--- config.mk ---
export PLATFORM = sky130hd
export DESIGN_NAME = cpu_instr_decoder
export DESIGN_NICKNAME = d
export VERILOG_FILES = /design/src/rtl/cpu_instr_decoder.sv
export SDC_FILE = /design/constraint.sdc
export NUM_CORES = 1
export LEC_CHECK = 0
export ABC_AREA = 0
export ABC_CLOCK_PERIOD_IN_PS = 4500
export CORE_MARGIN = 2
export CORE_UTILIZATION = 47
export DETAILED_ROUTE_END_ITERATION = 7
export PLACE_DENSITY = 0.84
export SLEW_MARGIN = 20
export SYNTH_ARGS = -nofsm -noshare
export SYNTH_HDL_FRONTEND = slang
export SYNTH_SLANG_ARGS = --single-unit
--- constraint.sdc ---
create_clock -name clk -period 4.5 [get_ports clk]
set_input_delay 1.125 -clock clk [delete_from_list [all_inputs] [get_ports clk]]
set_output_delay 1.125 -clock clk [all_outputs]
set_load 0.1 [all_outputs]
--- src/rtl/cpu_instr_decoder.sv ---
// Instruction fetch/decode sequencer: latches IR', encodes the ALU opcode and times exec pulses.
// Optional illegal-opcode trap (HALT until reset) is enabled by defining DECODER_ILLEGAL_TRAP_EN.
module cpu_instr_decoder (
  input  logic        clk,
  input  logic        rst_n,
  input  logic [15:0] instr_in,
  input  logic        instr_valid,
  output logic        instr_ready,
  input  logic        skipstatus,
  output logic [15:0] instruction,
  output logic [5:0]  decoder_encoded_opcode,
  output logic        exec1,
  output logic        exec2,
  output logic        aim,
  output logic        sim,
  output logic        squashed,
  output logic        illegal,
  output logic        busy
);

  localparam logic [2:0] ST_FETCH  = 3'd0;
  localparam logic [2:0] ST_DECODE = 3'd1;
  localparam logic [2:0] ST_EXEC1  = 3'd2;
  localparam logic [2:0] ST_EXEC2  = 3'd3;
  localparam logic [2:0] ST_HALT   = 3'd4;

  localparam logic [5:0] OP_NOP       = 6'h3F;
  localparam logic [5:0] OP_MAX_LEGAL = 6'h38;
  localparam logic [5:0] OP_AIM       = 6'h0B;
  localparam logic [5:0] OP_SIM       = 6'h0C;

  function automatic logic op_in_range(input logic [5:0] field);
    return (field <= OP_MAX_LEGAL);
  endfunction

  function automatic logic op_is_multi(input logic [5:0] op);
    logic multi;
    case (op)
      6'h19, 6'h1B, 6'h21, 6'h22, 6'h24, 6'h26: multi = 1'b1;
      default:                                  multi = 1'b0;
    endcase
    return multi;
  endfunction

  function automatic logic [5:0] encode_opcode(input logic [5:0] field);
    logic [5:0] enc;
    if (op_in_range(field)) begin
      enc = field;
    end else begin
      enc = OP_NOP;
    end
    return enc;
  endfunction

  logic [2:0]  state_q, state_d;
  logic [15:0] instr_q, instr_d;
  logic [5:0]  opcode_q, opcode_d;
  logic        skip_pending_q, skip_pending_d;
  logic        squash_evt_s;

  logic ready_q, ready_d;
  logic busy_q, busy_d;
  logic exec1_q, exec1_d;
  logic exec2_q, exec2_d;
  logic aim_q, aim_d;
  logic sim_q, sim_d;
  logic squashed_q, squashed_d;
  logic illegal_q, illegal_d;

  // Sequencer next state: fetch handshake, decode/squash, execute timing and skip capture.
  always_comb begin
    state_d        = state_q;
    instr_d        = instr_q;
    opcode_d       = opcode_q;
    skip_pending_d = skip_pending_q;
    squash_evt_s   = 1'b0;
    case (state_q)
      ST_FETCH: begin
        if (instr_valid) begin
          instr_d = instr_in;
          state_d = ST_DECODE;
        end else begin
          state_d = ST_FETCH;
        end
      end
      ST_DECODE: begin
        opcode_d = encode_opcode(instr_q[15:10]);
        if (skip_pending_q) begin
          // A squashed word never reaches execute, so it can never re-arm the skip.
          state_d        = ST_FETCH;
          skip_pending_d = 1'b0;
          squash_evt_s   = 1'b1;
        end
`ifdef DECODER_ILLEGAL_TRAP_EN
        else if (!op_in_range(instr_q[15:10])) begin
          state_d = ST_HALT;
        end
`endif
        else begin
          state_d = ST_EXEC1;
        end
      end
      ST_EXEC1: begin
        if (op_is_multi(opcode_q)) begin
          state_d = ST_EXEC2;
        end else begin
          state_d = ST_FETCH;
          if (skipstatus) begin
            skip_pending_d = 1'b1;
          end else begin
            skip_pending_d = skip_pending_q;
          end
        end
      end
      ST_EXEC2: begin
        state_d = ST_FETCH;
        if (skipstatus) begin
          skip_pending_d = 1'b1;
        end else begin
          skip_pending_d = skip_pending_q;
        end
      end
      ST_HALT: begin
        state_d = ST_HALT;
      end
      default: begin
        state_d        = ST_FETCH;
        skip_pending_d = 1'b0;
      end
    endcase
  end

  // Output next values are decoded from the next state so every output comes straight from a flop.
  always_comb begin
    ready_d    = (state_d == ST_FETCH);
    busy_d     = (state_d != ST_FETCH);
    exec1_d    = (state_d == ST_EXEC1);
    exec2_d    = (state_d == ST_EXEC2);
    aim_d      = exec1_d && (opcode_d == OP_AIM);
    sim_d      = exec1_d && (opcode_d == OP_SIM);
    squashed_d = squash_evt_s;
`ifdef DECODER_ILLEGAL_TRAP_EN
    illegal_d  = (state_d == ST_HALT);
`else
    illegal_d  = 1'b0;
`endif
  end

  // Architectural state and registered outputs; reset values describe an idle FETCH.
  always_ff @(posedge clk or negedge rst_n) begin
    if (!rst_n) begin
      state_q        <= ST_FETCH;
      instr_q        <= 16'h0000;
      opcode_q       <= OP_NOP;
      skip_pending_q <= 1'b0;
      ready_q        <= 1'b1;
      busy_q         <= 1'b0;
      exec1_q        <= 1'b0;
      exec2_q        <= 1'b0;
      aim_q          <= 1'b0;
      sim_q          <= 1'b0;
      squashed_q     <= 1'b0;
      illegal_q      <= 1'b0;
    end else begin
      state_q        <= state_d;
      instr_q        <= instr_d;
      opcode_q       <= opcode_d;
      skip_pending_q <= skip_pending_d;
      ready_q        <= ready_d;
      busy_q         <= busy_d;
      exec1_q        <= exec1_d;
      exec2_q        <= exec2_d;
      aim_q          <= aim_d;
      sim_q          <= sim_d;
      squashed_q     <= squashed_d;
      illegal_q      <= illegal_d;
    end
  end

  assign instr_ready            = ready_q;
  assign busy                   = busy_q;
  assign instruction            = instr_q;
  assign decoder_encoded_opcode = opcode_q;
  assign exec1                  = exec1_q;
  assign exec2                  = exec2_q;
  assign aim                    = aim_q;
  assign sim                    = sim_q;
  assign squashed               = squashed_q;
  assign illegal                = illegal_q;

endmodule

==> metrics.txt <==
crit-path cells=clkdlybuf4s50_1; Row Count=19; synth warn=0; Core ar.=2760 um^2; final-report max-slew violation count=0; largest stage delay on the critical path=1.15 ns; number of flip-flops in the largest register=16; Die Y=57.8 um; Final setup viols=0; R2R depth=4; post-route clock skew=0.00776 ns; Max Clk Rate=0.315 GHz; Worst path slowest cell=clkdlybuf4s50_1; unrepaired setup endpoints after global routing=false; fillers=193; Buf/Inv on CP=1; CTS buffer count=5; worst hold-check path type=reg -> reg; final WL=2.68 mm; CTS Root Cell=clkbuf_4; initial antenna violation count=0; clk slew on worst S/H paths=0.10 ns; Final Wtd Congestion=0.753; Synth Area in Simple Gates=0.176; Clock Sink Count=33; Final Hold Vio Count=0; GRT Overall Usage=0.181; syn nets=122; async set-reset flop share out of synthesis=1.00; setup bufs post-CTS=0; largest area contributor in the netlist=dfrtp_1; top cell type's share of synthesized area=0.478; layout cells sized above 1=0.212; Crit path required time=3.38 ns; Crit path depth=1; Distinct cells, synth=34; Worst R2R End=sim; Clk Latency, worst-skew pair=0.33 ns; vias in the first global route=970; post-synthesis register bit count=33; Synth Area in XOR/XNOR=0; r2r setup slk=2.82 ns; Nets=175; number of max-cap violations=0; Max transition margin=0.329; CTS tree=done; area of the die=3340 um^2; Initial Util=0.493; WL per Instance=14.3 um; status=completed; crit start category=flop; Worst Tran Pin Value=1.00 ns; First-pass DRT Iterations=2; CTS hold repair buffers=0; Tmin final=3.18 ns; Iteration-0 DRC Markers=9; Synth Instances=102; H-tree levels=2; multiplexer share of the synthesized area=0.132; Syn-to-layout area delta=43.7%; CP Capture Type=output pin; Die Wd=57.8 um; sequential share of the synthesized area=0.614; Post-Synth Adder-Cell Area=0; first-pass GRT wire length=4.44 mm; CP Capture Point=decoder_encoded_opcode[4]; clk buf depth=2; ANT cells=0; CP max FO=6; Synth area leaders=dfrtp_1, dfstp_2, mux2_1; Synth Cell Area=1360 um^2; period utilization=0.706; Synth Area in Compound Gates=0.0497; Final ANT Viol Nets=0; Ports=50; Fin Setup TNS=0 ns; CP Data Arrival Time=2.05 ns; most used flip-flop cell after synthesis=dfrtp_1; delay-heaviest family, CP=buffers and inverters; largest family of logic cells by synthesized area=simple AND/OR/NAND/NOR gates; Post-CTS Resized=0; CP startpoint=decoder_encoded_opcode[4]; DRC viols=0; HPWL Detailed=1.98 mm; global route total overflow=0; vias per inst=5.13; largest net degree at the start of global routing=34; syn avg cell area=13.3 um^2; # port buffers=48; Crit Path Category=reg -> out; worst r2r src=state_q[1]; EDFF count, synth=0; via count=959
==> per-layer routing <==
metal  global-route usage  vias up  routed length [um]
met5                    0        -                   0
met4               0.0897        0                  40
met3               0.0781        5                 220
met2                0.265       32                1310
met1                0.230      466                1110
li1                     -      456                   -
==> synthesized netlist by cell type (2+ instances only) <==
cell type and number:
a21oi_1 3, or3_1 2, nor2_2 2, nand2b_1 2
nand2_1 9, nor2_1 9, dfstp_2 7, or3b_1 2
dfrtp_1 26, mux2_1 8, buf_4 2, mux2_2 8
==> stage by stage <==
step	cells	hold slack (ns)	area (um^2)	setup WS, ns	utilization
finish	187	0.494	1950	1.32	0.709
global placement	179	0.461	1870	1.68	0.678
global route	187	0.515	1950	1.26	0.709
CTS	187	0.495	1950	1.31	0.709
detailed placement	179	0.472	1870	1.68	0.678
floorplan	102	0.556	1360	2.33	-
==> worst min path at each step <==
stage                                         start                        end  slack [ns]  cells past startpoint
after CTS                 decoder_encoded_opcode[3]  decoder_encoded_opcode[3]        0.49                      2
after global routing      decoder_encoded_opcode[3]  decoder_encoded_opcode[3]        0.51                      2
final                     decoder_encoded_opcode[3]  decoder_encoded_opcode[3]        0.49                      2
after floorplan                      skip_pending_q                      exec1        0.56                      1
after global placement    decoder_encoded_opcode[5]  decoder_encoded_opcode[5]        0.46                      2
after detailed placement  decoder_encoded_opcode[3]  decoder_encoded_opcode[3]        0.47                      2
==> cell families (layout without fill, tap and decap cells) <==
| group | Yosys count | after routing |
|---|---|---|
| AND/OR/NAND/NOR | 38 | 38 |
| flip-flops | 33 | 33 |
| multiplexers | 16 | 16 |
| AO/OA/AOI/OAI | 9 | 9 |
| buffers and inverters | 5 | 59 |
| other | 1 | 1 |
==> layout make-up <==
type                    count  area, um^2  area share
inverters                   1        3.75     0.00192
well taps                  31        38.8      0.0198
flip-flops and latches     33         835       0.427
multi-input cells          64         497       0.254
repair buffers             50         495       0.254
clock buffers               7        55.1      0.0282
clock inverters             1        30.0      0.0154
==> placed cells by master (no fill, tap or decap) <==
cell             synthesis  final
or2_1                    1      1
nor2b_1                  1      1
nand2b_1                 2      2
a21oi_1                  3      3
inv_1                    1      1
o21ai_0                  1      1
nor3_1                   1      1
a211o_1                  1      1
a21boi_0                 1      1
mux2_2                   8      8
nand4_1                  1      1
nor2_2                   2      2
dfstp_2                  7      7
nor2_8                   1      1
nor3b_2                  1      1
clkbuf_1                 0      1
clkbuf_8                 0      1
a21oi_2                  1      1
nor4b_2                  1      2
dfrtp_1                 26     26
nor2_1                   9      9
clkbuf_4                 0      5
mux2_1                   8      8
conb_1                   1      1
o32a_1                   1      1
or3_1                    2      2
o22ai_2                  1      1
clkdlybuf4s50_1          0     48
and4bb_1                 1      1
nand3_2                  1      1
buf_4                    2      2
bufinv_16                0      1
nand2_1                  9      9
and2_1                   1      1
or3b_1                   2      2
nand3b_1                 1      1
Power is left out: the tool's default activity adds up to more than one toggle a clock period on the data nets, which glitch-free logic cannot reach.
